==> src/rtl/sub_share_arbiter.sv <==
// sub_share_arbiter: one WIDTH-bit subtract datapath shared round-robin
// between two requesters (execute SUB/CMP on port 0, condition unit on
// port 1). Operands are registered on acceptance, and the difference and
// Y86 flags are registered one cycle later. The response is held until it
// is consumed.
module sub_share_arbiter #(
  parameter int WIDTH = 64
) (
  input  logic             clk,
  input  logic             rst_n,
  input  logic             req0_valid,
  output logic             req0_ready,
  input  logic [WIDTH-1:0] req0_a,
  input  logic [WIDTH-1:0] req0_b,
  input  logic             req0_cmp,
  input  logic             req1_valid,
  output logic             req1_ready,
  input  logic [WIDTH-1:0] req1_a,
  input  logic [WIDTH-1:0] req1_b,
  input  logic             req1_cmp,
  output logic             resp_valid,
  input  logic             resp_ready,
  output logic             resp_id,
  output logic [WIDTH-1:0] resp_result,
  output logic             resp_zf,
  output logic             resp_sf,
  output logic             resp_of
);

  typedef enum logic [1:0] {IDLE, EXEC, DONE} state_t;

  state_t                  state, state_nxt;
  logic signed [WIDTH-1:0] a_p0, b_p0;
  logic                    cmp_p0, id_p0;
  logic                    last_grant;
  logic                    grant_id;
  logic                    accept;
  logic signed [WIDTH-1:0] diff;

  // Signed overflow of a-b: operand signs differ and the result sign
  // departs from the minuend sign.
  function automatic logic sub_ovf(input logic signed [WIDTH-1:0] a,
                                   input logic signed [WIDTH-1:0] b,
                                   input logic signed [WIDTH-1:0] d);
    return (a[WIDTH-1] != b[WIDTH-1]) && (d[WIDTH-1] != a[WIDTH-1]);
  endfunction

  // Round-robin pick: a lone requester wins, and a tie goes to the port
  // that was not granted last.
  always_comb begin
    grant_id = 1'b0;
    if (req0_valid && req1_valid) grant_id = ~last_grant;
    else if (req1_valid)          grant_id = 1'b1;
  end

  assign accept     = (state == IDLE) && (req0_valid || req1_valid);
  // The reset term keeps both readys low while reset is held.
  assign req0_ready = rst_n && accept && !grant_id;
  assign req1_ready = rst_n && accept &&  grant_id;
  assign resp_valid = (state == DONE);

  // Two's-complement difference, equivalent to a + ~b + 1 modulo 2^WIDTH.
  assign diff = a_p0 - b_p0;

  // State register; reset drops any in-flight or held response at once.
  always_ff @(posedge clk or negedge rst_n) begin
    if (!rst_n) state <= IDLE;
    else        state <= state_nxt;
  end

  // Next-state logic: accept in IDLE, compute for one cycle in EXEC, and
  // hold in DONE until the consumer takes the response.
  always_comb begin
    state_nxt = state;
    case (state)
      IDLE:    if (accept) state_nxt = EXEC;
      EXEC:    state_nxt = DONE;
      DONE:    if (resp_ready) state_nxt = IDLE;
      default: state_nxt = IDLE;
    endcase
  end

  // ---- stage p0: capture the granted request's operands ----
  always_ff @(posedge clk or negedge rst_n) begin
    if (!rst_n) begin
      a_p0       <= '0;
      b_p0       <= '0;
      cmp_p0     <= 1'b0;
      id_p0      <= 1'b0;
      last_grant <= 1'b1;
    end else if (accept) begin
      a_p0       <= grant_id ? req1_a   : req0_a;
      b_p0       <= grant_id ? req1_b   : req0_b;
      cmp_p0     <= grant_id ? req1_cmp : req0_cmp;
      id_p0      <= grant_id;
      last_grant <= grant_id;
    end
  end

  // ---- stage p1: register the result and flags; held through DONE ----
  always_ff @(posedge clk or negedge rst_n) begin
    if (!rst_n) begin
      resp_id     <= 1'b0;
      resp_result <= '0;
      resp_zf     <= 1'b0;
      resp_sf     <= 1'b0;
      resp_of     <= 1'b0;
    end else if (state == EXEC) begin
      resp_id     <= id_p0;
      resp_result <= cmp_p0 ? '0 : diff;
      resp_zf     <= (diff == '0);
      resp_sf     <= diff[WIDTH-1];
      resp_of     <= sub_ovf(a_p0, b_p0, diff);
    end
  end

endmodule

==> config.mk <==
export PLATFORM = sky130hd
export DESIGN_NAME = sub_share_arbiter
export DESIGN_NICKNAME = d
export VERILOG_FILES = /design/src/rtl/sub_share_arbiter.sv
export SDC_FILE = /design/constraint.sdc
export NUM_CORES = 1
export LEC_CHECK = 0
export CORE_ASPECT_RATIO = 1.1
export CORE_UTILIZATION = 48
export DETAILED_ROUTE_END_ITERATION = 7
export PLACE_DENSITY = 0.84
export SLEW_MARGIN = 20
export SYNTH_ARGS = -nofsm -noshare
export SYNTH_HDL_FRONTEND = slang
export SYNTH_SLANG_ARGS = --single-unit
==> constraint.sdc <==
create_clock -name clk -period 8.5 [get_ports clk]
set_clock_uncertainty 0.1 [all_clocks]
set_input_delay 2.125 -clock clk [delete_from_list [all_inputs] [get_ports clk]]
set_output_delay 2.125 -clock clk [all_outputs]
set_load 0.005 [all_outputs]
==> key figures <==
Status
  – Status: completed

Floorplan
  – I/O pins: 334
  – Starting density of the core: 0.490
  – Num rows: 64
  – Die area: 0.0291 mm2
  – Die width: 163 um
  – Core area: 0.0279 mm2
  – Chip height: 179 um

Timing
  – Slew Viols, Final: 0
  – Final Cycle Share: 0.727
  – Final setup violation count: 0
  – Final count of hold timing violations: 0
  – Post-Route Setup TNS: 0 ns
  – Minimum clock period: 6.18 ns
  – RSZ-0062 raised after global routing: false
  – Slew margin rel.: 0.297
  – Worst Max-Slew Pin Slew: 1.03 ns
  – Post-route setup slack: 2.32 ns
  – Max Fclk: 162 MHz

Synth
  – EDFF count, synth: 0
  – Synth warn: 0
  – Post-Syn Area: 0.0136 mm2
  – Syn avg cell area: 8.59 um2
  – Most frequent cell after synthesis: a21oi_1
  – Syn Inst Count: 1589
  – Cell taking the most area after synthesis: dfrtp_1
  – Post-synth ARST share: 1.00
  – Netlist cell types: 79
  – Synth Register Bits: 201
  – Syn Nets: 1917
  – Sequential area share after synthesis: 0.369
  – Most common library cells after synthesis: a21oi_1, dfrtp_1, nor2_1
  – Ys flop type: dfrtp_1
  – Ranking of synthesized cells by area: dfrtp_1, mux2i_1, a21oi_1, ha_1, nor2_1
  – Post-synth top area share: 0.367

Power and ir drop
  – Combinational Power Share: 0.695
  – Switching pwr: 4.42 mW
  – Final Total Pwr: 8.54 mW
  – Flop pwr share: 0.193
  – Leakage: 7.74 nW
  – Worst VDD drop: 0.322 mV
  – Clk pwr share: 0.112
  – Sw Share: 0.518
  – P_int: 4.12 mW
  – Pwr Density: 478 mW/mm2

Clock tree
  – CTS Buf Count: 21
  – Root Driver: clkbuf_16
  – Max Root-Sink Buffers: 3
  – H-tree levels: 1
  – Worst skew pair latency: 0.52 ns
  – Hold buffer count at CTS: 0
  – CTS sink count: 201
  – # Post-CTS Setup Buffers: 0
  – CTS tree: built
  – CTS resizes: 0
  – Clock-pin slew on the worst setup and hold paths: 0.06 ns

Routing
  – Vias per cell: 5.96
  – 1st-iter DRT viols: 1156
  – DRT antenna net count: 0
  – Drt first pass iters: 7
  – Routed WL: 45200 um
  – WL per Instance: 20.2 um
  – DRC viols: 0
  – Vias: 13.3k

Layout
  – Post-layout util: 0.641
  – Fill cells: 2363
  – Register area: 0.00503 mm2
  – Post-route cell area: 0.0179 mm2
  – Footprint of the multi-input gates: 0.00792 mm2
  – P&R area growth vs syn: 30.8%
  – Share of cells above drive strength 1: 0.0352
  – # diodes: 0
  – Final net count: 2188

GRT
  – First-pass GRT wire length: 69500 um
  – Largest net degree at the start of global routing: 116
  – Initial antenna violation count: 0
  – Total gr overflow: 0
  – Vias in the first global route: 12.9k
  – Global Route Usage Sum: 0.307

Setup path
  – CP Data Arrival Time: 3.95 ns
  – Crit path max fanout: 35
  – R2R cell count: 14
  – Setup crit end kind: output port
  – Crit path required time: 6.28 ns
  – Startpoint types: primary input
  – CP Class: in -> out
  – Worst R2R Start: a_p0[0]$_DFFE_PN0P_
  – Worst reg2reg endpoint: resp_zf$_DFFE_PN0N_
  – Flop2flop setup slack: 3.93 ns

Hold path
  – Hold Path Class: reg -> reg
  – Origin of the worst min-delay path: resp_result[18]$_DFFE_PN0N_
  – Worst hold endpoint: resp_result[18]$_DFFE_PN0N_
  – Hold path depth: 2

Placed design
  – IO buf count: 333
  – Gp weighted congestion: 0.974
  – Worst slack, placed: 2.37 ns
  – Placed Area: 0.0171 mm2
  – Hpwl dp: 35600 um

Job
  – MaxCap Viol Count: 0
==> state kept, by name, indices dropped and copies added (netlist names) <==
register and count:
id_p0 1, resp_zf 1, last_grant 1, b_p0 64, resp_sf 1, state 2, resp_of 1, a_p0 64
resp_id 1, resp_result 64, cmp_p0 1
==> metal layers <==
metal  part of all wire  wire length, um  up-vias  GRT usage
li1                   -                -     6294          -
met1               0.44            19800     6408      0.423
met2               0.47            21400      566      0.515
met3              0.070             3150       56     0.0400
met4              0.018              801        0     0.0604
met5                  0                0        -          0
==> logic make-up (layout without fill, tap and decap cells) <==
| family | Yosys count | count (layout) | share of synthesized area |
|---|---|---|---|
| AO/OA/AOI/OAI | 498 | 498 | 0.231 |
| XOR/XNOR | 40 | 40 | 0.0257 |
| adder cells (fa/ha/maj) | 65 | 65 | 0.0601 |
| buffers and inverters | 178 | 463 | 0.0533 |
| flip-flops | 201 | 201 | 0.369 |
| multiplexers | 137 | 137 | 0.101 |
| AND/OR/NAND/NOR | 470 | 470 | 0.160 |
==> per-stage QoR <==
step	instances	hold WS, ns
2_1_floorplan	1589	0.360
3_3_place_gp	2199	0.354
3_5_place_dp	2199	0.371
4_1_cts	2236	0.391
5_1_grt	2237	0.415
6_report	2237	0.385
==> how the worst max path moves through the flow <==
stage / from / end / slack, ns
finish: req0_valid / req0_ready / 2.32
global route: req0_valid / req0_ready / 2.26
CTS: req0_valid / req0_ready / 2.36
detailed placement: req0_valid / req0_ready / 2.37
global placement: req0_valid / req0_ready / 2.37
floorplan: req1_valid / req1_ready / 2.97
==> worst max-delay path, stage by stage <==
cell,delay [ns]
clkdlybuf4s50_1,0.57
o21a_4,0.38
nand2_1,0.09
nor2_1,0.15
clkdlybuf4s50_1,0.62
==> placed cells by master, fill, tap and decap left out, types with 7 or more instances in the layout <==
master / netlist / routed
mux2i_1: 134 / 134
nand2_1: 99 / 99
a31oi_1: 8 / 8
and4_1: 9 / 9
clkbuf_16: 0 / 21
o21bai_1: 12 / 12
a21o_1: 24 / 24
buf_4: 3 / 9
ha_1: 64 / 64
nand2b_1: 11 / 10
nand3_1: 23 / 23
dfrtp_1: 200 / 200
nand4_1: 28 / 28
nor4_1: 13 / 13
or3_1: 12 / 12
and2_1: 13 / 13
xor2_1: 12 / 12
a22o_1: 38 / 38
inv_1: 83 / 83
nor3_1: 31 / 31
xnor2_1: 28 / 28
a211o_1: 7 / 7
clkdlybuf4s50_1: 0 / 332
a21oi_1: 217 / 217
and3_1: 13 / 13
a211oi_1: 13 / 13
nor2_1: 195 / 194
o21a_1: 15 / 14
o21ai_0: 74 / 74
o31ai_1: 11 / 11
o211ai_1: 13 / 13
==> area by class of cell <==
class | instances | share of cell area
Timing Repair Buffer | 343 | 0.192
Sequential cell | 201 | 0.282
Inverter | 83 | 0.0175
Clock buffer | 27 | 0.0324
Clock inverter | 10 | 0.00750
Multi-Input combinational cell | 1210 | 0.444
Tap cell | 363 | 0.0254
==> power by group through the flow <==
stage | registers (mW) | logic (mW) | clock network, mW
final | 1.65 | 5.93 | 0.957
after global routing | 1.69 | 6.42 | 1.01
after CTS | 1.64 | 5.78 | 0.972
after detailed placement | 1.66 | 5.74 | 0
after global placement | 1.64 | 5.65 | 0
after floorplan | 1.58 | 3.98 | 0
No activity file was read; power rests on OpenSTA's default activity.
